--- config.mk ---
export PLATFORM = sky130hd
export DESIGN_NAME = stream_mux_n_to_1
export DESIGN_NICKNAME = d
export VERILOG_FILES = /design/src/rtl/stream_mux_n_to_1.sv
export SDC_FILE = /design/constraint.sdc
export NUM_CORES = 1
export LEC_CHECK = 0
export CAP_MARGIN = 40
export CORE_MARGIN = 8
export CORE_UTILIZATION = 58
export CTS_BUF_LIST = sky130_fd_sc_hd__clkbuf_8
export CTS_CLUSTER_DIAMETER = 40
export DETAILED_ROUTE_END_ITERATION = 6
export DONT_BUFFER_PORTS = 1
export PLACE_DENSITY = 0.81
export SYNTH_ARGS = -nofsm -noshare
export SYNTH_HDL_FRONTEND = slang
export SYNTH_SLANG_ARGS = --single-unit
--- constraint.sdc ---
create_clock -name Clock -period 1.6 [get_ports Clock]
set_input_delay 0.24 -clock Clock [delete_from_list [all_inputs] [get_ports Clock]]
set_output_delay 0.24 -clock Clock [all_outputs]
set_load 0.02 [all_outputs]
--- src/rtl/stream_mux_n_to_1.sv ---
// N-input valid/ready stream mux with a packet-locking arbiter (fixed priority or
// round-robin) feeding a single-entry registered output stage.
module stream_mux_n_to_1 #(
    parameter int WIDTH = 8,
    parameter int N     = 4,
    parameter int MODE  = 0,
    parameter int SW    = $clog2(N)
) (
    input  logic               Clock,
    input  logic               Reset,
    input  logic [N*WIDTH-1:0] InData,
    input  logic [N-1:0]       InValid,
    input  logic [N-1:0]       InLast,
    output logic [N-1:0]       InReady,
    output logic [WIDTH-1:0]   Out,
    output logic               OutLast,
    output logic               OutValid,
    input  logic               OutReady,
    output logic [SW-1:0]      Sel
);

    typedef enum logic {ARB, HOLD} state_t;

    state_t           state;
    logic [SW-1:0]    cur;
    logic [SW-1:0]    ptr;
    logic [N-1:0]     grant;
    logic             found;
    logic [SW-1:0]    gidx;
    logic [WIDTH-1:0] gdata;
    logic             glast;
    logic             load;
    logic             xfer;

    assign load = !OutValid || OutReady;

    always_comb begin
        grant = '0;
        found = 1'b0;
        if (state == HOLD) begin
            for (int unsigned k = 0; k < N; k++)
                grant[k] = (SW'(k) == cur);
        end else if (MODE == 0) begin
            for (int unsigned k = 0; k < N; k++)
                if (!found && InValid[k]) begin
                    grant[k] = 1'b1;
                    found    = 1'b1;
                end
        end else begin
            // Rotating search from ptr+1: indices above ptr first, then wrap to 0..ptr.
            for (int unsigned k = 0; k < N; k++)
                if (!found && InValid[k] && (SW'(k) > ptr)) begin
                    grant[k] = 1'b1;
                    found    = 1'b1;
                end
            for (int unsigned k = 0; k < N; k++)
                if (!found && InValid[k] && (SW'(k) <= ptr)) begin
                    grant[k] = 1'b1;
                    found    = 1'b1;
                end
        end
    end

    always_comb begin
        gidx  = '0;
        gdata = '0;
        glast = 1'b0;
        for (int unsigned k = 0; k < N; k++)
            if (grant[k]) begin
                gidx  = SW'(k);
                gdata = InData[k*WIDTH +: WIDTH];
                glast = InLast[k];
            end
    end

    assign xfer    = load && |(grant & InValid);
    assign InReady = (load && !Reset) ? grant : '0;

    always_ff @(posedge Clock) begin
        if (Reset) begin
            state    <= ARB;
            cur      <= '0;
            ptr      <= SW'(N - 1);
            OutValid <= 1'b0;
            Out      <= '0;
            OutLast  <= 1'b0;
            Sel      <= '0;
        end else if (load) begin
            if (xfer) begin
                Out      <= gdata;
                OutLast  <= glast;
                Sel      <= gidx;
                OutValid <= 1'b1;
                if (glast) begin
                    state <= ARB;
                    ptr   <= gidx;
                end else begin
                    state <= HOLD;
                    cur   <= gidx;
                end
            end else begin
                OutValid <= 1'b0;
            end
        end
    end

endmodule

# --- After elaboration in Yosys (flattened, before gate mapping) ---
# Cells that the tools add are included.
word_totals:
  output_inout_bits: 16
  register_bits: 15
op_classes:
  bitwise: 2
  n_eq_ne: 3
  n_mux: 24
  reduce_logical: 15
ops:
  columns: ["cell", "n"]
  rows:
  - ["2-to-1 mux 8 bit", 4]
  - ["2-to-1 mux 1 bit", 16]
  - ["2-to-1 mux 4 bit", 2]
  - ["logical AND 1 bit", 5]
  - ["logical NOT 1 bit", 5]
  - ["AND 4 bit", 1]
  - ["== test 2 bit (first input constant)", 2]
  - ["2-to-1 mux 2 bit", 2]
  - ["OR reduction 4 bit", 1]
  - ["AND reduction 3 bit", 1]
  - ["== test 1 x 2 -> 1 bit (first input constant)", 1]
  - ["logical NOT 2 bit", 1]
  - ["AND reduction 2 bit", 1]
  - ["logical OR 1 bit", 1]
  - ["inverter 1 bit", 1]

# --- Longest topological paths before layout ---
# Gate-level depths: netlist of the first run.
logic_depth:
  word_depth: 20
  ltp_mapped: 7
  mapped_depth_nobuf: 5

# --- Least setup slack after synthesis of the first run ---
# Ideal clock, no wire load.
synth_timing:
  path_kind: "reg2out"
  from: "register state"
  to: "output InReady[2]"
  path_stages_with_launch: 5
  slack_ns: -0.177
  arrival_ns: 1.537
  cell_sequence: "dfxtp_1 or4b_1 and2_1 clkbuf_1 nor2_1"
synth_via:
  elab_chain_cells: 2
synth_lines:
  columns: ["item", "line_no", "rtl"]
  rows:
  - ["from (decl)", "24", "state_t state;"]
  - ["from (signal assigned)", "81", "state <= ARB;"]
  - ["from (signal assigned)", "95", "state <= ARB;"]
  - ["from (signal assigned)", "98", "state <= HOLD;"]
  - ["2-to-1 mux 4 bit", "40", "if (state == HOLD) begin"]
  - ["2-to-1 mux 4 bit", "77", "assign InReady = (load && !Reset) ? grant : '0;"]
  - ["to (decl)", "14", "output logic [N-1:0] InReady,"]
# Every way passes these cells.

# --- Final worst setup path of the first run ---
# Same ends and word-level chain as after synthesis.

==> flow_metrics.tcl, run 1 <==
set metrics [dict create \
    outcome "finished, violations left" \
    violations "setup timing" \
    ant_nets 0 \
    slowest_stage "or4b_4" \
    synth_top_family_by_area "compound AO/OA/AOI/OAI gates" \
    synth_top_area_share_pct 29.9 \
    p_leak_nw 0.563 \
    cts_tree "done" \
    design_area_mm2 0.00139 \
    synth_largest_area_cell "dfxtp_1" \
    gp_congestion 0.807 \
    drt_iter0_drc 65 \
    use_met3_pct 9.27 \
    synth_ff_type "dfxtp_1" \
    rsz0062_at_grt "yes" \
    io_buffers 0 \
    setup_viol 14 \
    clk_pin_slew_ns 0.06 \
    max_stage_delay_ns 0.52 \
    layout-drive-gt1-share_pct 42.1 \
    grt_max_degree 17 \
    rows 15 \
    worstMarginPinSlew_ns 0.340 \
    ys_ff_latch 15 \
    via_per_inst 7.20 \
    busiest_layer "met2" \
    finalMaxSlewViolations 0 \
    areaGrowthSynthToFinish_pct 37.7 \
    worst_ep_required_time_ns 1.36 \
    hold_violations 0 \
    routed_wl_um 4040 \
    synth_compound_area_share_pct 31.6 \
    yosys.area_share.adder_pct 0 \
    cts_buffers 3 \
    vias 1217 \
    most-common-layout-cells "buf_4 (20), nor2_1 (15), dfxtp_1 (12)" \
    use_met1_pct 22.1 \
    post-route-drc-count 0 \
    grt_antenna_before_repair 0 \
    clockRootBuffer "clkbuf_8" \
    clkLatencyLatePin_ns 0.25 \
    power_density_mw_per_mm2 1320 \
    cp.arrival_ns 1.47 \
    synth_nets 174 \
    first_global_vias 1107 \
    die_h_um 57.6 \
    pin_count 59 \
    peakVddDrop_v 0.000779 \
    crit_type "reg2out" \
    yosysWarnings 0 \
    finalPower_mw 1.83 \
    synthSimpleGateAreaFrac_pct 27.2 \
    final_common_cell "buf_4" \
    htreeDepth 1 \
    synth_cell_types 36 \
    critPathLaunchType "flop" \
    relSlewSlack_pct 77.1 \
    ctsHoldBuffers 0 \
    clkSinkCount 15 \
    grt_use_met2_pct 30.2 \
    synthTopCellsByArea "dfxtp_1 (30%), o221ai_1 (7.0%), a21oi_1 (6.0%)" \
    end_kind "output port" \
    stdcell_count 169 \
    async_flop_share_pct 0 \
    dr.pass1.iters 4 \
    fin_skew_ns 0.000536 \
    critPathMaxFanout 5 \
    setup_ws_ns -0.109 \
    dieWidth_um 57.6 \
    final_net_count 196 \
    fmax_mhz 585 \
    diodes 0 \
    core_mm2 0.00167 \
    cap_violations 0 \
    start_util_pct 60.2 \
    fin_util_pct 82.9 \
    postSynthCellCount 131 \
    synth_area_mm2 0.00101 \
    place_inst 153 \
    track_usage_pct 19.1 \
    fin_crit_sh_pct 107 \
    fill_cells 96 \
    synth_xor_area_share_pct 0.871 \
    hp-class "in2reg" \
    yosysSeqAreaShare_pct 29.9 \
    detailed_place_hpwl_um 2400 \
    grt_pass1_wl_um 5070 \
    placed_cell_area_mm2 0.00110 \
    grt-ovfl-total 0 \
    avgRoutedWirePerCell_um 23.9 \
    fin_crit_ns 1.71 \
    cts_buffer_depth 2 \
    syn_area_per_cell_um2 7.68 \
    synth_edf_count 0 \
    muxShareOfSynthArea_pct 3.61 \
    path_cells "or4b_4 > and2_4 > nor2_4" \
    dieArea_mm2 0.00332 \
]
-- path summary, 6_finish.rpt --
path,startpoint,end,slack [ns],cells past startpoint
max reg2reg,cur[0],cur[1],-0.09,6
min reg2reg,OutLast,OutLast,0.57,2
max,state,InReady[2],-0.11,3
min,Reset,cur[0],0.04,1
-- critical path: cells and delay by family, from the launching register on --
| family | cells | cell delay [ns] |
|---|---|---|
| and+or+nand+nor | 3 | 0.86 |
| DFF | 1 | 0.36 |
-- state kept, by name, summed over array words and instances, names as in the netlist --
register  cells
OutLast       1
Out           8
Sel           2
state         1
OutValid      1
cur           2
-- layer usage --
| metal | up-vias | part of all wire (%) |
|---|---|---|
| met3 | 30 | 13 |
| met5 | - | 0 |
| li1 | 525 | - |
| met1 | 559 | 37 |
| met2 | 103 | 45 |
| met4 | 0 | 5.4 |
-- layout make-up --
class	instances	area [µm²]	share of cell area, %
Multi-Input combinational cell	101	761	54.9
Sequential cell	15	309	22.3
Timing Repair Buffer	27	229	16.5
Clock buffer	3	41.3	2.98
Tap cell	17	21.3	1.54
Inverter	5	18.8	1.36
Clock inverter	1	5.00	0.361
-- synthesized netlist by cell type, types with 2 or more instances --
cell	count
o21ai_0	8
o221ai_1	8
clkbuf_1	5
nand2_1	10
and2_1	2
nand3b_1	3
nor2b_1	4
nor2_1	16
dfxtp_1	15
nand2b_1	2
inv_1	5
a21oi_1	12
buf_2	4
a211oi_1	8
a221oi_1	2
nor3_1	7
-- report_power, final --
| part | internal [mW] | total [mW] | switching, mW |
|---|---|---|---|
| combinational | 0.427 | 0.892 | 0.465 |
| clock | 0.172 | 0.310 | 0.137 |
| sequential | 0.466 | 0.626 | 0.160 |
| total | 1.07 | 1.83 | 0.762 |
-- kinds of logic after synthesis --
logic type	count (synthesis)
and+or+nand+nor	50
DFF	15
AOI/OAI and AO/OA	47
xor gates and xnor gates	1
muxes	3
buffers and inverters	15
-- metrics by stage --
step / setup WS [ns] / TNS [ns] / hold slack [ns]
2_1_floorplan: 0.00824 / 0 / 0.319
3_5_place_dp: -0.158 / -1.09 / 0.314
4_1_cts: -0.0674 / -0.0951 / 0.0452
5_1_grt: -0.143 / -1.36 / 0.0406
3_3_place_gp: -0.113 / -0.571 / 0.312
6_report: -0.109 / -0.702 / 0.0440
-- what timing repair did --
action,CTS,global route
buffers inserted,4,7
pin swaps,6,12
cloned,1,0
endpoints found under the setup margin,17,17
resized for setup,18,22
Power figures use the tool's default switching activity.
==> run 2, diff against run 1 <==
--- a/config.mk
+++ b/config.mk
@@ -6,13 +6,14 @@
 export NUM_CORES = 1
 export LEC_CHECK = 0
 export CAP_MARGIN = 40
+export CORE_ASPECT_RATIO = 1.4
 export CORE_MARGIN = 8
-export CORE_UTILIZATION = 58
+export CORE_UTILIZATION = 35
 export CTS_BUF_LIST = sky130_fd_sc_hd__clkbuf_8
 export CTS_CLUSTER_DIAMETER = 40
 export DETAILED_ROUTE_END_ITERATION = 6
-export DONT_BUFFER_PORTS = 1
-export PLACE_DENSITY = 0.81
+export PLACE_DENSITY = 0.83
+export REMOVE_ABC_BUFFERS = 1
 export SYNTH_ARGS = -nofsm -noshare
 export SYNTH_HDL_FRONTEND = slang
 export SYNTH_SLANG_ARGS = --single-unit
==> flow_metrics.tcl, run 2 (same netlist as run 1, synthesis figures left out) <==
set metrics [dict create \
    outcome "finished, violations left" \
    violations "setup timing" \
    peakVddDrop_v 0.000847 \
    grt_antenna_before_repair 0 \
    pin_count 59 \
    reg_top3 "Out (8), Sel (2), cur (2)" \
    hold_violations 0 \
    most-common-layout-cells "clkdlybuf4s50_1 (50), buf_4 (26), buf_6 (15)" \
    reg2reg_to "OutLast" \
    setup_viol 10 \
    design_area_mm2 0.00222 \
    cts_tree "done" \
    relSlewSlack_pct 80.2 \
    finalMaxSlewViolations 0 \
    r2r_start "state" \
    diodes 0 \
    dr.pass1.iters 4 \
    worstHoldStart "OutLast" \
    regMostFlops "Out" \
    final_common_cell "clkdlybuf4s50_1" \
    grt-ovfl-total 0 \
    cap_violations 0 \
    fill_cells 165 \
    htreeDepth 1 \
    max_stage_delay_ns 0.51 \
    stdcell_count 259 \
    hold-path-cell-count 2 \
    pwr-share-comb_pct 62.6 \
    areaGrowthSynthToFinish_pct 121 \
    place_inst 236 \
    hp-class "reg2reg" \
    path_cells "or4b_4 > a21boi_4 > nor4_4 > buf_4 > or3_1 > a21oi_1" \
    vias 1451 \
    grt_pass1_wl_um 7310 \
    placed_cell_area_mm2 0.00173 \
    end_kind "flop" \
    first_global_vias 1476 \
    finalPower_mw 2.36 \
    p_int_mw 1.40 \
    rsz0062_at_grt "yes" \
    cts_buffers 3 \
    fmax_mhz 565 \
    die_h_um 79.4 \
    final_net_count 266 \
    dieWidth_um 61.3 \
    worstMarginPinSlew_ns 0.295 \
    dieArea_mm2 0.00487 \
    dpl_worst_slack_ns -0.800 \
    crit_type "reg2reg" \
    start_util_pct 36.0 \
    setup_ws_ns -0.170 \
    avgRoutedWirePerCell_um 21.3 \
    p_leak_nw 0.895 \
    cts_buffer_depth 2 \
    critPathLaunchType "flop" \
    p_clk_share_pct 14.0 \
    track_usage_pct 19.7 \
    core_mm2 0.00279 \
    grt_max_degree 16 \
    layout-drive-gt1-share_pct 40.5 \
    fin_crit_sh_pct 111 \
    p_seq_share_pct 23.4 \
    p_sw_mw 0.958 \
    power_density_mw_per_mm2 1060 \
    detailed_place_hpwl_um 3010 \
    io_buffers 58 \
    gp_congestion 0.832 \
    critPathMaxFanout 3 \
    min_to "OutLast" \
    largest_reg_flops 8 \
    cp.arrival_ns 1.96 \
    worst_ep_required_time_ns 1.79 \
    rows 23 \
    switching_share_pct 40.6 \
    clockRootBuffer "clkbuf_8" \
    rrSetupSlack_ns -0.17 \
    drt_iter0_drc 68 \
    via_per_inst 5.60 \
    clkLatencyLatePin_ns 0.26 \
    r2r_cells 6 \
    fin_crit_ns 1.77 \
    clkSinkCount 15 \
    clk_pin_slew_ns 0.07 \
    post-route-drc-count 0 \
    routed_wl_um 5520 \
    fin_skew_ns 0.00212 \
    slowest_stage "or4b_4" \
    ant_nets 0 \
]
-- run 2: layout make-up --
type | instances | area (µm²) | share of cell area, %
clock buffers | 3 | 41.3 | 1.86
inverters | 5 | 18.8 | 0.846
clock inverters | 1 | 3.75 | 0.169
well taps | 37 | 46.3 | 2.09
repair buffers | 97 | 920 | 41.5
multi-input cells | 101 | 880 | 39.7
flip-flops and latches | 15 | 309 | 13.9
-- run 2: layer usage --
| layer | wire length (µm) | global-route usage, % |
|---|---|---|
| met1 | 2120 | 22.3 |
| met2 | 2880 | 33.5 |
| met3 | 335 | 2.90 |
| met4 | 189 | 11.0 |
| met5 | 0 | 0 |
-- run 2: repair_timing --
item | CTS | global route
pin swaps | 13 | 13
hold buffers | 0 | 0
gates cloned | 1 | 0
gates resized for setup | 59 | 38
setup endpoints to repair | 18 | 18
buffers inserted | 10 | 8
-- run 2: worst max-delay path by stage --
stage,start,end,slack [ns]
after floorplan,state,InReady[2],-0.18
after global placement,InValid[1],InReady[2],-0.77
after detailed placement,InValid[1],InReady[2],-0.80
after CTS,state,InReady[2],-0.14
after global routing,state,OutLast,-0.22
final,state,OutLast,-0.17
-- run 2: stage by stage --
step	hold slack, ns	util (%)	setup TNS [ns]
after floorplan	0.309	-	-1.36
after global placement	0.457	62.1	-8.08
after detailed placement	0.458	62.1	-9.30
after CTS	0.467	71.5	-0.675
after global routing	0.500	79.5	-1.93
final	0.492	79.5	-0.836
-- run 2: worst max-delay path, delay by kind of cell (launching register included) --
| kind | cells | cell delay (ns) |
|---|---|---|
| and+or+nand+nor | 3 | 0.89 |
| AOI/OAI and AO/OA | 2 | 0.34 |
| DFF | 1 | 0.33 |
| buffers and inverters | 1 | 0.15 |
-- run 2: power groups by stage --
stage | logic [mW] | clock network, mW | registers, mW
4_1_cts | 1.18 | 0.319 | 0.532
2_1_floorplan | 0.413 | 0 | 0.617
6_report | 1.48 | 0.331 | 0.552
5_1_grt | 1.56 | 0.336 | 0.562
3_5_place_dp | 0.979 | 0 | 0.534
3_3_place_gp | 0.955 | 0 | 0.529
==> run 3, diff against run 2 <==
--- a/config.mk
+++ b/config.mk
@@ -8,11 +8,11 @@
 export CAP_MARGIN = 40
 export CORE_ASPECT_RATIO = 1.4
 export CORE_MARGIN = 8
-export CORE_UTILIZATION = 35
+export CORE_UTILIZATION = 39
 export CTS_BUF_LIST = sky130_fd_sc_hd__clkbuf_8
 export CTS_CLUSTER_DIAMETER = 40
 export DETAILED_ROUTE_END_ITERATION = 6
-export PLACE_DENSITY = 0.83
+export PLACE_DENSITY = 0.88
 export REMOVE_ABC_BUFFERS = 1
 export SYNTH_ARGS = -nofsm -noshare
 export SYNTH_HDL_FRONTEND = slang
==> constraint.sdc (replaced) <==
create_clock -name Clock -period 1.8 [get_ports Clock]
set_input_delay 0.27 -clock Clock [delete_from_list [all_inputs] [get_ports Clock]]
set_output_delay 0.27 -clock Clock [all_outputs]
set_load 0.02 [all_outputs]
==> flow_metrics.tcl, run 3 (same netlist as run 1, synthesis figures left out) <==
set metrics [dict create \
    cts_tree "done" \
    setup_viol 1 \
    regMostFlops "Out" \
    fmax_mhz 554 \
    tns_ns -0.00608 \
    layout-drive-gt1-share_pct 22.4 \
    detailed_place_hpwl_um 3050 \
    pin_count 59 \
    post-route-drc-count 0 \
    clk_pin_slew_ns 0.06 \
    hold_violations 0 \
    avgRoutedWirePerCell_um 17.2 \
    dieArea_mm2 0.00448 \
    htreeDepth 1 \
    gp_congestion 0.802 \
    io_buffers 58 \
    hp-class "reg2reg" \
    ant_nets 0 \
    ctsHoldBuffers 0 \
    design_area_mm2 0.00185 \
    final_net_count 249 \
    grt_pass1_wl_um 6720 \
    critical-path-top-delay-family "simple AND/OR/NAND/NOR gates" \
    fin_crit_ns 1.81 \
    power_density_mw_per_mm2 917 \
    dpl_worst_slack_ns -0.620 \
    violations "setup timing" \
    finalMaxSlewViolations 0 \
    clkLatencyLatePin_ns 0.25 \
    path_cells "or4b_4 > and2_4 > nor2_1 > buf_4" \
    cts_buffers 3 \
    dieWidth_um 58.9 \
    clockRootBuffer "clkbuf_8" \
    place_inst 233 \
    fill_cells 192 \
    fin_crit_sh_pct 100 \
    grt_antenna_before_repair 0 \
    core_mm2 0.00253 \
    start_util_pct 39.7 \
    relSlewSlack_pct 79.7 \
    slowest_stage "or4b_4" \
    setup_ws_ns -0.00608 \
    via_per_inst 5.52 \
    worst_ep_required_time_ns 1.53 \
    grt_max_degree 16 \
    max_stage_delay_ns 0.55 \
    critPathLaunchType "flop" \
    stdcell_count 241 \
    whs_ns 0.481 \
    rsz0062_at_grt "yes" \
    cap_violations 0 \
    peakVddDrop_v 0.000618 \
    critPathMaxFanout 3 \
    diodes 0 \
    worstMarginPinSlew_ns 0.302 \
    crit_type "reg2out" \
    dr.pass1.iters 4 \
    p_leak_nw 0.760 \
    end_kind "output port" \
    die_h_um 76.1 \
    routed_wl_um 4130 \
    reg_top3 "Out (8), Sel (2), cur (2)" \
    clkSinkCount 15 \
    placed_cell_area_mm2 0.00173 \
    largest_reg_flops 8 \
    outcome "finished, violations left" \
    areaGrowthSynthToFinish_pct 84.1 \
    rows 22 \
    fin_skew_ns 0.00369 \
    track_usage_pct 18.6 \
    path_buf_inv 1 \
    drt_iter0_drc 85 \
    vias 1331 \
    cp.arrival_ns 1.54 \
    most-common-layout-cells "clkdlybuf4s50_1 (50), buf_4 (18), nor2_1 (16)" \
    fin_util_pct 73.1 \
    grt-ovfl-total 0 \
    cts_buffer_depth 2 \
    final_common_cell "clkdlybuf4s50_1" \
    first_global_vias 1399 \
    finalPower_mw 1.70 \
]
-- run 3: cell count changes in the layout (fill, tap and decap cells not counted), moves of 3 or more --
cell	change
nor2_1	+3
o221ai_1	+6
o221ai_2	-6
buf_6	-13
nor3_2	-3
nor3_1	+4
buf_4	-8
-- run 3: final timing paths --
check,start,end,slack [ns],depth (start not counted)
max,state,InReady[2],-0.006,4
max reg2reg,state,OutLast,0.02,6
min,OutLast,OutLast,0.48,2
min reg2reg,OutLast,OutLast,0.48,2
-- run 3: repair_timing --
action,in CTS,in global routing
gates cloned,0,1
pin swaps,6,5
setup buffers,2,1
endpoints found under the hold margin,0,0
endpoints found under the setup margin,15,15
gates resized for setup,28,7
-- run 3: worst min-delay path, cell delays in order, from the launching register on --
cell and delay (ns):
dfxtp_1 0.31, nand2_1 0.07, a21oi_2 0.05
-- run 3: per-layer routing --
metal	track usage [%]	routed length, µm	share of wire, %	vias to the layer above
li1	-	-	-	629
met1	20.3	1530	37	627
met2	32.2	2190	53	60
met3	3.55	256	6.2	15
met4	9.62	149	3.6	0
met5	0	0	0	-
-- run 3: where the power goes --
group	internal (mW)	switching (mW)	total, mW
Sequential	0.413	0.0645	0.477
Clock	0.151	0.125	0.276
Combinational	0.486	0.458	0.945
Total	1.05	0.648	1.70
-- run 3: final cells by class --
class / count / area, µm² / area share (%)
Clock buffer: 3 / 41.3 / 2.23
Clock inverter: 1 / 3.75 / 0.203
Inverter: 5 / 18.8 / 1.01
Multi-Input combinational cell: 101 / 674 / 36.4
Sequential cell: 15 / 307 / 16.6
Tap cell: 36 / 45.0 / 2.43
Timing Repair Buffer: 80 / 762 / 41.1
